`src/rtl/tlb_write_ctl_pkg.sv`:
```
// Shared encodings and widths for the TLB write controller.
package tlb_write_ctl_pkg;

    localparam int         TLB_IDX_W       = 8;
    localparam int         TLB_TAG_W       = 16;
    localparam logic [7:0] TIMEOUT_DEFAULT = 8'd255;

    typedef enum logic [2:0] {
        ST_IDLE      = 3'd0,
        ST_DRAIN     = 3'd1,
        ST_ASSERT    = 3'd2,
        ST_WAIT_RISE = 3'd3,
        ST_WAIT_DONE = 3'd4
    } tlb_state_e;

    // Byte address of a TLB entry: one 32-bit word per index.
    function automatic logic [31:0] tlb_entry_addr(input logic [TLB_IDX_W-1:0] idx);
        return {22'b0, idx, 2'b00};
    endfunction

endpackage

```
`src/rtl/tlb_write_ctl_if.sv`:
```
// TLB-write command channel: request handshake plus completion/timeout pulses.
interface tlb_write_ctl_if;
    import tlb_write_ctl_pkg::*;

    logic                 cmd_valid;
    logic                 cmd_ready;
    logic [TLB_IDX_W-1:0] cmd_index;
    logic [TLB_TAG_W-1:0] cmd_ptag;
    logic [TLB_TAG_W-1:0] cmd_vtag;
    logic                 cmd_done;
    logic                 cmd_err;

    modport master (
        output cmd_valid, cmd_index, cmd_ptag, cmd_vtag,
        input  cmd_ready, cmd_done, cmd_err
    );

    modport slave (
        input  cmd_valid, cmd_index, cmd_ptag, cmd_vtag,
        output cmd_ready, cmd_done, cmd_err
    );

endinterface

```
`src/rtl/tlb_fault_capture.sv`:
```
// Registered MMU fault qualification; FAULT_CAPTURE_EN selects sticky capture with
// address latch, otherwise a one-cycle interrupt per fault.
module tlb_fault_capture (
    input  logic        CPU_CLK,
    input  logic        RST,
    input  logic        MMU_FAULT,
    input  logic        acc_valid,
    input  logic [31:0] cycle_addr,
    input  logic        fsm_idle_i,
    input  logic        fault_ack,
    output logic        fault_irq,
    output logic [31:0] fault_addr
);
    logic fault_q;
    logic fault_v;

    always_ff @(posedge CPU_CLK) begin
        if (!RST) fault_q <= 1'b0;
        else      fault_q <= MMU_FAULT & acc_valid;
    end

    // TLB contents are in flux outside IDLE, so faults seen then are dropped.
    assign fault_v = fault_q & fsm_idle_i;

`ifdef FAULT_CAPTURE_EN
    logic [31:0] addr_q;
    logic [31:0] hold_q, hold_d;
    logic        pend_q, pend_d;

    always_comb begin
        pend_d = pend_q;
        hold_d = hold_q;
        if (fault_ack) pend_d = 1'b0;
        // A fault landing with the ack re-arms pending with the new address.
        if (fault_v && (!pend_q || fault_ack)) begin
            pend_d = 1'b1;
            hold_d = addr_q;
        end
    end

    always_ff @(posedge CPU_CLK) begin
        if (!RST) begin
            addr_q <= '0;
            hold_q <= '0;
            pend_q <= 1'b0;
        end else begin
            addr_q <= cycle_addr;
            hold_q <= hold_d;
            pend_q <= pend_d;
        end
    end

    assign fault_irq  = pend_q | fault_v;
    assign fault_addr = pend_q ? hold_q : (fault_v ? addr_q : 32'h0);
`else
    logic unused_ok;
    assign unused_ok  = &{1'b0, fault_ack, cycle_addr};
    assign fault_irq  = fault_v;
    assign fault_addr = 32'h0;
`endif

endmodule

```
`src/rtl/tlb_write_ctl.sv`:
```
// TLB write controller: drains CPU data writes, strobes WE_TLB for two cycles and
// tracks the cache busy handshake with a timeout. Build option: FAULT_CAPTURE_EN.
module tlb_write_ctl
    import tlb_write_ctl_pkg::*;
#(
    parameter logic [7:0] TIMEOUT = TIMEOUT_DEFAULT
) (
    input  logic           CPU_CLK,
    input  logic           RST,
    tlb_write_ctl_if.slave cmd,
    input  logic           cpu_we_in,
    output logic           cpu_we_out,
    output logic           cpu_stall,
    output logic           WE_TLB,
    output logic [31:0]    tlb_addr,
    output logic [31:0]    tlb_datao,
    input  logic           TLB_write_busy,
    input  logic           MMU_FAULT,
    input  logic           acc_valid,
    input  logic [31:0]    cycle_addr,
    output logic           fault_irq,
    output logic [31:0]    fault_addr,
    input  logic           fault_ack
);
    tlb_state_e           state_q, state_d;
    logic [7:0]           cnt_q, cnt_d;
    logic [TLB_IDX_W-1:0] idx_q;
    logic [TLB_TAG_W-1:0] ptag_q, vtag_q;
    logic                 done_q, done_d;
    logic                 err_q, err_d;
    logic                 latch_en;

    always_ff @(posedge CPU_CLK) begin
        if (!RST) begin
            state_q <= ST_IDLE;
            cnt_q   <= '0;
            done_q  <= 1'b0;
            err_q   <= 1'b0;
            idx_q   <= '0;
            ptag_q  <= '0;
            vtag_q  <= '0;
        end else begin
            state_q <= state_d;
            cnt_q   <= cnt_d;
            done_q  <= done_d;
            err_q   <= err_d;
            if (latch_en) begin
                idx_q  <= cmd.cmd_index;
                ptag_q <= cmd.cmd_ptag;
                vtag_q <= cmd.cmd_vtag;
            end
        end
    end

    always_comb begin
        state_d       = state_q;
        cnt_d         = cnt_q;
        done_d        = 1'b0;
        err_d         = 1'b0;
        latch_en      = 1'b0;
        cmd.cmd_ready = 1'b0;
        cpu_stall     = 1'b1;
        cpu_we_out    = 1'b0;
        WE_TLB        = 1'b0;
        case (state_q)
            ST_IDLE: begin
                cmd.cmd_ready = 1'b1;
                cpu_stall     = 1'b0;
                cpu_we_out    = cpu_we_in;
                cnt_d         = '0;
                if (cmd.cmd_valid) begin
                    latch_en = 1'b1;
                    state_d  = ST_DRAIN;
                end
            end
            ST_DRAIN: begin
                if (!cpu_we_in) state_d = ST_ASSERT;
            end
            ST_ASSERT: begin
                // Two cycles wide so the slower memory clock is sure to sample it.
                WE_TLB = 1'b1;
                if (cnt_q[0]) begin
                    state_d = ST_WAIT_RISE;
                    cnt_d   = '0;
                end else begin
                    cnt_d = cnt_q + 8'd1;
                end
            end
            ST_WAIT_RISE: begin
                if (TLB_write_busy || cnt_q[0]) begin
                    state_d = ST_WAIT_DONE;
                    cnt_d   = 8'd1;
                end else begin
                    cnt_d = cnt_q + 8'd1;
                end
            end
            ST_WAIT_DONE: begin
                // cnt_q is the 1-based cycle count inside WAIT_DONE.
                if (!TLB_write_busy) begin
                    done_d  = 1'b1;
                    state_d = ST_IDLE;
                    cnt_d   = '0;
                end else if (cnt_q == TIMEOUT) begin
                    err_d   = 1'b1;
                    state_d = ST_IDLE;
                    cnt_d   = '0;
                end else begin
                    cnt_d = cnt_q + 8'd1;
                end
            end
            default: state_d = ST_IDLE;
        endcase
    end

    assign cmd.cmd_done = done_q;
    assign cmd.cmd_err  = err_q;
    assign tlb_addr     = tlb_entry_addr(idx_q);
    assign tlb_datao    = {ptag_q, vtag_q};

    tlb_fault_capture u_fault (
        .CPU_CLK    (CPU_CLK),
        .RST        (RST),
        .MMU_FAULT  (MMU_FAULT),
        .acc_valid  (acc_valid),
        .cycle_addr (cycle_addr),
        .fsm_idle_i (state_q == ST_IDLE),
        .fault_ack  (fault_ack),
        .fault_irq  (fault_irq),
        .fault_addr (fault_addr)
    );

endmodule

```
`src/flat_wrapper.sv`:
```
// flat-port wrapper written by rule: the top's interface ports become plain ports
module tlb_write_ctl_flat import tlb_write_ctl_pkg::*;
#(
    parameter logic [7:0] TIMEOUT = TIMEOUT_DEFAULT
)
  (CPU_CLK, RST, cpu_we_in, cpu_we_out, cpu_stall, WE_TLB, tlb_addr, tlb_datao, TLB_write_busy, MMU_FAULT, acc_valid, cycle_addr, fault_irq, fault_addr, fault_ack, cmd_cmd_valid, cmd_cmd_index, cmd_cmd_ptag, cmd_cmd_vtag, cmd_cmd_ready, cmd_cmd_done, cmd_cmd_err);
  tlb_write_ctl_if cmd_i ();
  input  logic CPU_CLK;
  input  logic RST;
  input  logic cpu_we_in;
  output logic cpu_we_out;
  output logic cpu_stall;
  output logic WE_TLB;
  output logic [31:0] tlb_addr;
  output logic [31:0] tlb_datao;
  input  logic TLB_write_busy;
  input  logic MMU_FAULT;
  input  logic acc_valid;
  input  logic [31:0] cycle_addr;
  output logic fault_irq;
  output logic [31:0] fault_addr;
  input  logic fault_ack;
  input wire logic [$bits(cmd_i.cmd_valid)-1:0] cmd_cmd_valid;
  input wire logic [$bits(cmd_i.cmd_index)-1:0] cmd_cmd_index;
  input wire logic [$bits(cmd_i.cmd_ptag)-1:0] cmd_cmd_ptag;
  input wire logic [$bits(cmd_i.cmd_vtag)-1:0] cmd_cmd_vtag;
  output wire logic [$bits(cmd_i.cmd_ready)-1:0] cmd_cmd_ready;
  output wire logic [$bits(cmd_i.cmd_done)-1:0] cmd_cmd_done;
  output wire logic [$bits(cmd_i.cmd_err)-1:0] cmd_cmd_err;
  assign cmd_i.cmd_valid = cmd_cmd_valid;
  assign cmd_i.cmd_index = cmd_cmd_index;
  assign cmd_i.cmd_ptag = cmd_cmd_ptag;
  assign cmd_i.cmd_vtag = cmd_cmd_vtag;
  assign cmd_cmd_ready = cmd_i.cmd_ready;
  assign cmd_cmd_done = cmd_i.cmd_done;
  assign cmd_cmd_err = cmd_i.cmd_err;
  tlb_write_ctl #(.TIMEOUT(TIMEOUT)) u_core (.CPU_CLK(CPU_CLK), .RST(RST), .cmd(cmd_i), .cpu_we_in(cpu_we_in), .cpu_we_out(cpu_we_out), .cpu_stall(cpu_stall), .WE_TLB(WE_TLB), .tlb_addr(tlb_addr), .tlb_datao(tlb_datao), .TLB_write_busy(TLB_write_busy), .MMU_FAULT(MMU_FAULT), .acc_valid(acc_valid), .cycle_addr(cycle_addr), .fault_irq(fault_irq), .fault_addr(fault_addr), .fault_ack(fault_ack));
endmodule
```
`config.mk`:
```
export PLATFORM = sky130hd
export DESIGN_NAME = tlb_write_ctl_flat
export DESIGN_NICKNAME = d
export VERILOG_FILES = /design/src/rtl/tlb_write_ctl_pkg.sv /design/src/rtl/tlb_write_ctl_if.sv /design/src/rtl/tlb_fault_capture.sv /design/src/rtl/tlb_write_ctl.sv /design/src/flat_wrapper.sv
export SDC_FILE = /design/constraint.sdc
export NUM_CORES = 1
export LEC_CHECK = 0
export CAP_MARGIN = 20
export CORE_UTILIZATION = 35
export CTS_BUF_LIST = sky130_fd_sc_hd__clkbuf_4
export DETAILED_ROUTE_END_ITERATION = 10
export PLACE_DENSITY = 0.79
export SYNTH_ARGS = -nofsm -noshare
export SYNTH_HDL_FRONTEND = slang
export SYNTH_HIERARCHICAL = 1
export SYNTH_SLANG_ARGS = --single-unit
```
`constraint.sdc`:
```
create_clock -name CPU_CLK -period 2.2 [get_ports CPU_CLK]
set_input_delay 0.55 -clock CPU_CLK [delete_from_list [all_inputs] [get_ports CPU_CLK]]
set_output_delay 0.55 -clock CPU_CLK [all_outputs]
set_load 0.02 [all_outputs]
```
---- Word level (Yosys, flattened, before mapping) ----
Cells that the tools add are included.
W data, S select, Z words.
word-level totals
  flip-flop bits (word level) ............. 54
  input bits .............................. 80
  output and inout bits ................... 103
  word-level logic and storage cells ...... 47
cells by class
  add/subtract/negate cells ............... 1
  equal/unequal tests ..................... 10
  multiplexer cells ....................... 20
  bitwise logic cells ..................... 2
  reduce and logical (&&, ||, !) cells .... 6
operators with widths
  cell                   number
  $mux W8                4
  $pmux W8 S4            1
  $mux W3                6
  $pmux W3 S5            1
  $add A8 B1 Y8 const B  1
  $eq A8 B8 Y1 const B   1
  $mux W1                8
  $eq A3 B2 Y1 const B   2
  $reduce_and A5 Y1      1
  $ne A2 B1 Y1 const B   2
  $ne A2 B2 Y1 const B   2
  $reduce_bool A4 Y1     1
  $eq A3 B1 Y1 const B   1
  $eq A3 B3 Y1 const B   1
  $logic_not A3 Y1       1
  $ne A3 B2 Y1 const B   1
  $reduce_and A3 Y1      1
  $and A1 B1 Y1          2
  $reduce_and A2 Y1      1
  $logic_or A1 B1 Y1     1

---- Depth between registers and ports, before layout ----
Gate-level depths: netlist of the first run.
  depth in word-level cells ............... 4
  gate-level depth with buffers ........... 7
  mapped depth without buffers ............ 5

---- Modules after synthesis ----
The synthesis of the first run kept the hierarchy.
modules (own cells, without submodules)
  module             times used  cells each  area each (sq um)  sequential area each (sq um)
  tlb_write_ctl      1           317         2453.6             1061.0
  tlb_fault_capture  1           36          276.5              20.0

---- Worst setup path after synthesis of the first run ----
No wires, ideal clock.
  path kind ............................... register -> output
  start point ............................. register u_core.state_q[0]
  end point ............................... output fault_irq
  data arrival time ....................... 1.152 ns
  data required time ...................... 1.650 ns
  slack ................................... 0.498 ns
  stages on the path, launching flop included .. 4
  buffers on the path ..................... 1
  path through ............................ dfxtp_1 > buf_2 > nor3_2 > and2_1
on the way
  cells in the longest elaborated chain, start to end .. 2
ends and longest elaborated chain
  item                    line                     RTL
  from (decl)             tlb_write_ctl.sv:25      tlb_state_e state_q, state_d;
  from (signal assigned)  tlb_write_ctl.sv:43      state_q <= state_d;
  $logic_not A3 Y1        tlb_write_ctl.sv:126     .fsm_idle_i (state_q == ST_IDLE),
  $and A1 B1 Y1           tlb_fault_capture.sv:23  assign fault_v = fault_q & fsm_idle_i;
  to (decl)               flat_wrapper.sv:20       output logic fault_irq;
No other way between the ends.

---- Worst setup path after layout of the first run ----
  start point ............................. register u_core.state_q[2]
  end point ............................... output cpu_we_out
on the way
  cells in the longest elaborated chain, start to end .. 2
ends and longest elaborated chain
  item              line                 RTL
  $logic_not A3 Y1  tlb_write_ctl.sv:65  case (state_q)
  $mux W1           tlb_write_ctl.sv:65
  to (decl)         flat_wrapper.sv:11   output logic cpu_we_out;
No other way between the ends.

==> run summary, run 1 <==
outcome -> completed
Synth Cell Area -> 2730 um^2
GP Congestion -> 0.860
Clock Pin Slew Worst Setup and Hold Paths -> 0.16 ns
fillers -> 718
worst hold path class -> reg2reg
Crit path required time -> 1.65 ns
period utilization -> 93.9%
Post-synth EDFFs -> 0
die width -> 90.3 um
Starting DRT DRC Count -> 82
PortBufs -> 93
Area contributors post-synth -> dfxtp_1 40%, buf_4 15%, nand2_1 13%
multi-input logic area -> 1330 um^2
Top delay family on crit path -> simple AND/OR/NAND/NOR gates
total CTS buffers -> 5
Clock Latency Late Sink -> 0.37 ns
Clock Tree Buf Depth -> 2
worst hold slack -> 0.463 ns
Final nets -> 531
total power -> 3.37 mW
layout cells sized above 1 -> 6.67%
clk root buf -> clkbuf_4
CP arrival -> 1.52 ns
crit end category -> output pin
PD cells -> 915 nW/um^2
placed cells -> 541
CP Cell Sequence -> nor3_4 > and2_1 > dlygate4sd2_1
DR pass1 iterations -> 4
Synth Flop Type -> dfxtp_1
core box area -> 7410 um^2
DP HPWL -> 4.81 mm
RSZ-0062 raised after global routing -> false
Final Cell Area -> 3690 um^2
Slew Limit Fails -> 0
grt ovf -> 0
IO Count -> 183
largest net degree at the start of global routing -> 41
startpoint class of the critical path -> register
WP buf/inv -> 1
pre-CTS WS -> -0.119 ns
die area -> 8160 um^2
remaining antenna violation count -> 0
leading area contributor after synthesis -> dfxtp_1
Worst Setup Path Type -> reg2out
via count -> 2530
Syn Inst Count -> 353
top cell type's share of synthesized area -> 39.6%
P_leak -> 1.45 nW
Yosys warning count -> 6
Via density -> 4.61
vias in the first global route -> 2236
maximum vdd drop -> 0.535 mV
sequential area share after synthesis -> 39.6%
Setup-failing EPs final -> 0
H-tree levels -> 2
gr usage total -> 15.9%
CTS tree -> done
critical path's slowest cell -> dfxtp_1
Async SR Flop Fraction -> 0%
MaxCap Viol Count -> 0
most numerous cell in the Yosys netlist -> nand2_1
Starting Density -> 36.9%
FF/Latch Area -> 1080 um^2
clock skew -> 0.0133 ns
maximum clock frequency -> 484 MHz
critical path fanouts, max -> 6
Post-Route WL -> 6.58 mm
area post-placement -> 3620 um^2
count of final hold-check violations -> 0
Die Ht -> 90.3 um
# clock sinks -> 54
Netlist cell types -> 50
# DRC -> 0
Final min period -> 2.07 ns
global-route wire length before repair -> 10.6 mm
final worst slack -> 0.135 ns
fin cells -> 549
initial antenna violation count -> 0
num rows -> 31
wire per inst -> 12.0 um
Area Growth Syn to Fin -> 35.0%
Seq cells post-synth -> 54
delay of the slowest critical-path stage -> 0.36 ns
commonest cells in the netlist -> 94 x nand2_1, 56 x buf_4, 54 x dfxtp_1
ant diodes -> 0
# Post-CTS Setup Buffers -> 0
Synth Area per Inst -> 7.73 um^2
==> kinds of logic (layout without fill, tap and decap cells) <==
family,count (synthesis),in the layout,share of synthesized area [%]
AOI/OAI and AO/OA,78,78,17.0
adders and majority gates,2,2,0.916
buffers and inverters,82,125,19.2
DFF,54,54,39.6
muxes,2,2,0.779
other,2,56,0.275
and+or+nand+nor,133,133,22.2
==> state kept, by name, indices dropped and copies added (netlist names) <==
name / cells
u_core/vtag_q: 16
u_core/idx_q: 8
u_core/state_q: 3
u_core/cnt_q: 8
u_core/u_fault/fault_q: 1
u_core/ptag_q: 16
u_core/cmd.cmd_err: 1
u_core/cmd.cmd_done: 1
==> final cells by class <==
| cell class | instances | share of cell area (%) |
|---|---|---|
| Inverter | 5 | 0.509 |
| Timing Repair Buffer | 112 | 29.1 |
| Sequential cell | 54 | 29.3 |
| Clock buffer | 6 | 1.22 |
| Tap cell | 99 | 3.36 |
| Clock inverter | 2 | 0.373 |
| Multi-Input combinational cell | 271 | 36.2 |
==> metrics by stage <==
stage	utilization (%)	TNS (ns)
after floorplan	-	0
after global placement	48.9	-0.346
after detailed placement	48.9	-0.254
after CTS	49.7	0
after global routing	49.8	0
final	49.8	0
==> final timing paths <==
kind                                        start               end  slack [ns]  cells after the start
worst min-delay path             u_core/vtag_q[8]  u_core/vtag_q[8]        0.46                      2
worst max-delay path            u_core/state_q[2]        cpu_we_out        0.13                      3
worst max register to register    u_core/cnt_q[0]   u_core/cnt_q[4]        0.27                      5
worst min register to register   u_core/vtag_q[8]  u_core/vtag_q[8]        0.46                      2
==> routing by layer <==
metal	GRT usage (%)	share of wire, %
met1	19.0	43
met3	3.70	5.7
met4	4.84	2.0
met2	28.1	49
met5	0	0
==> where the power goes <==
group          switching [mW]  internal [mW]  total, mW
Sequential              0.108           1.15       1.26
Combinational           0.954          0.710       1.66
Clock                   0.312          0.139      0.451
Total                    1.37           2.00       3.37
==> timing repair <==
item | 4_1_cts | 5_1_grt
cloned | 0 | 0
endpoints found under the setup margin | 5 | 1
resized for setup | 5 | 1
pin swaps | 1 | 0
hold buffers | 0 | 0
==> worst register-to-register path: cells and delay by family, from the launching register on <==
family	cells	cell delay [ns]
AO/OA/AOI/OAI	2	0.44
adder cells (fa/ha/maj)	1	0.30
flip-flops	1	0.53
AND/OR/NAND/NOR	2	0.58
==> cells in the final DEF, fill, tap and decap left out, types with 2 or more instances in the layout <==
cell type        count
nand2_1             94
clkdlybuf4s50_1     88
conb_1              56
dfxtp_1             54
a21oi_1             49
buf_4               19
clkbuf_4             6
nor2_1               6
dlygate4sd2_1        4
inv_1                4
and2_1               4
nand3_1              4
o21ai_0              4
nand2b_1             3
nor3_1               3
o31a_1               3
nor4_1               3
or4_1                2
nand3b_1             2
a31oi_1              2
o22ai_1              2
o21ai_1              2
or2_1                2
nor2b_1              2
a2111oi_0            2
ha_1                 2
(Power assumes the default switching activity.)
==> run 2: changes to the inputs <==
--- a/config.mk
+++ b/config.mk
@@ -6,6 +6,7 @@
 export NUM_CORES = 1
 export LEC_CHECK = 0
 export CAP_MARGIN = 20
+export CORE_ASPECT_RATIO = 0.6
 export CORE_UTILIZATION = 35
 export CTS_BUF_LIST = sky130_fd_sc_hd__clkbuf_4
 export DETAILED_ROUTE_END_ITERATION = 10
==> run summary, run 2 (synthesized netlist as in run 1, its figures left out) <==
outcome -> completed
Net Sw Frac -> 41.1%
most frequent cells in the layout -> 94 x nand2_1, 88 x clkdlybuf4s50_1, 56 x conb_1
RSZ-0062 raised after global routing -> false
period utilization -> 92.5%
final worst slack -> 0.165 ns
commonest non-fill, non-tap cell in the layout -> nand2_1
clock power share -> 13.3%
Slew Limit Fails -> 0
# clock sinks -> 54
GP Congestion -> 0.913
Clock Pin Slew Worst Setup and Hold Paths -> 0.15 ns
global-route wire length before repair -> 10.8 mm
Top delay family on crit path -> buffers and inverters
startpoint class of the critical path -> register
die area -> 8170 um^2
pre-CTS WS -> -0.0839 ns
count of final hold-check violations -> 0
fillers -> 739
Post-Route WL -> 6.74 mm
delay of the slowest critical-path stage -> 0.38 ns
Regs by FF count -> u_core/ptag_q (16), u_core/vtag_q (16)
IO Count -> 183
largest net degree at the start of global routing -> 41
PortBufs -> 93
clock skew -> 0.0209 ns
core box area -> 7420 um^2
Via density -> 4.48
Starting DRT DRC Count -> 137
Starting Density -> 36.8%
WP buf/inv -> 3
Setup-failing EPs final -> 0
Final nets -> 533
MaxCap Viol Count -> 0
ant diodes -> 0
via count -> 2493
total CTS buffers -> 5
Area Growth Syn to Fin -> 36.0%
Pint -> 2.01 mW
P_leak -> 1.45 nW
H-tree levels -> 2
Die Ht -> 70.4 um
switching power -> 1.40 mW
CP Cell Sequence -> nor3_4 > buf_4 > inv_1 > dlygate4sd2_1
Clock Tree Buf Depth -> 2
Crit path required time -> 1.65 ns
met1 Use GR -> 22.8%
sequential power share -> 36.8%
DP HPWL -> 5.10 mm
combinational fraction of design power -> 50.0%
met3 usage -> 7.47%
Worst Setup Path Type -> reg2out
initial antenna violation count -> 0
wire per inst -> 12.1 um
grt met2 use -> 25.1%
critical path fanouts, max -> 4
PD cells -> 918 nW/um^2
remaining antenna violation count -> 0
CTS tree -> done
DR pass1 iterations -> 4
# DRC -> 0
num rows -> 24
gr usage total -> 17.1%
GRT busiest layer -> met2
Clock Latency Late Sink -> 0.39 ns
clk root buf -> clkbuf_4
layout cells sized above 1 -> 7.30%
worst hold slack -> 0.465 ns
crit end category -> output pin
CP arrival -> 1.48 ns
grt ovf -> 0
critical path's slowest cell -> dfxtp_1
# Post-CTS Setup Buffers -> 0
maximum vdd drop -> 0.397 mV
maximum clock frequency -> 491 MHz
Final min period -> 2.03 ns
die width -> 116 um
worst hold path class -> reg2reg
vias in the first global route -> 2243
[run 2: cell type report]
class | count | area, um^2 | share of cell area, %
Multi-Input combinational cell | 271 | 1330 | 35.9
Timing Repair Buffer | 114 | 1090 | 29.4
Sequential cell | 54 | 1080 | 29.1
Tap cell | 104 | 130 | 3.51
Clock buffer | 5 | 37.5 | 1.01
Clock inverter | 3 | 21.3 | 0.573
Inverter | 5 | 18.8 | 0.506
[run 2: final timing paths]
kind / start / end / slack [ns] / cells past startpoint
worst max-delay path: u_core/state_q[2] / cpu_stall / 0.17 / 4
worst max register to register: u_core/state_q[1] / u_core/cnt_q[6] / 0.33 / 5
worst min-delay path: u_core/ptag_q[3] / u_core/ptag_q[3] / 0.46 / 2
worst min register to register: u_core/ptag_q[3] / u_core/ptag_q[3] / 0.46 / 2
[run 2: repair_timing]
item | CTS | global route
endpoints found under the setup margin | 5 | 1
hold buffers | 0 | 0
resized for setup | 6 | 2
pin swaps | 1 | 0
[run 2: power by group through the flow]
stage,Clock (mW),Combinational (mW),Sequential (mW)
after floorplan,0,0.875,1.45
after global placement,0,1.70,1.26
after detailed placement,0,1.73,1.27
after CTS,0.485,1.71,1.26
after global routing,0.518,1.86,1.28
final,0.451,1.70,1.25
[run 2: per-stage QoR]
stage	total power [mW]	setup TNS [ns]	utilization (%)	instances	area, um^2
final	3.41	0	50.1	556	3710
after global routing	3.65	0	50.1	556	3710
after CTS	3.45	0	50.1	556	3720
after detailed placement	3.00	-0.0839	49.3	548	3660
after global placement	2.96	-0.0836	49.3	548	3660
after floorplan	2.32	0	-	407	2930
[run 2: worst min-delay path, delay by kind of cell, from the launching register on]
kind | cells | cell delay [ns]
AO/OA/AOI/OAI | 1 | 0.05
AND/OR/NAND/NOR | 1 | 0.05
flip-flops | 1 | 0.34
[run 2: metal layers]
layer	vias to the layer above	part of all wire, %
met1	1121	44
met4	0	0.86
li1	1268	-
met5	-	0
met3	8	11
met2	96	44
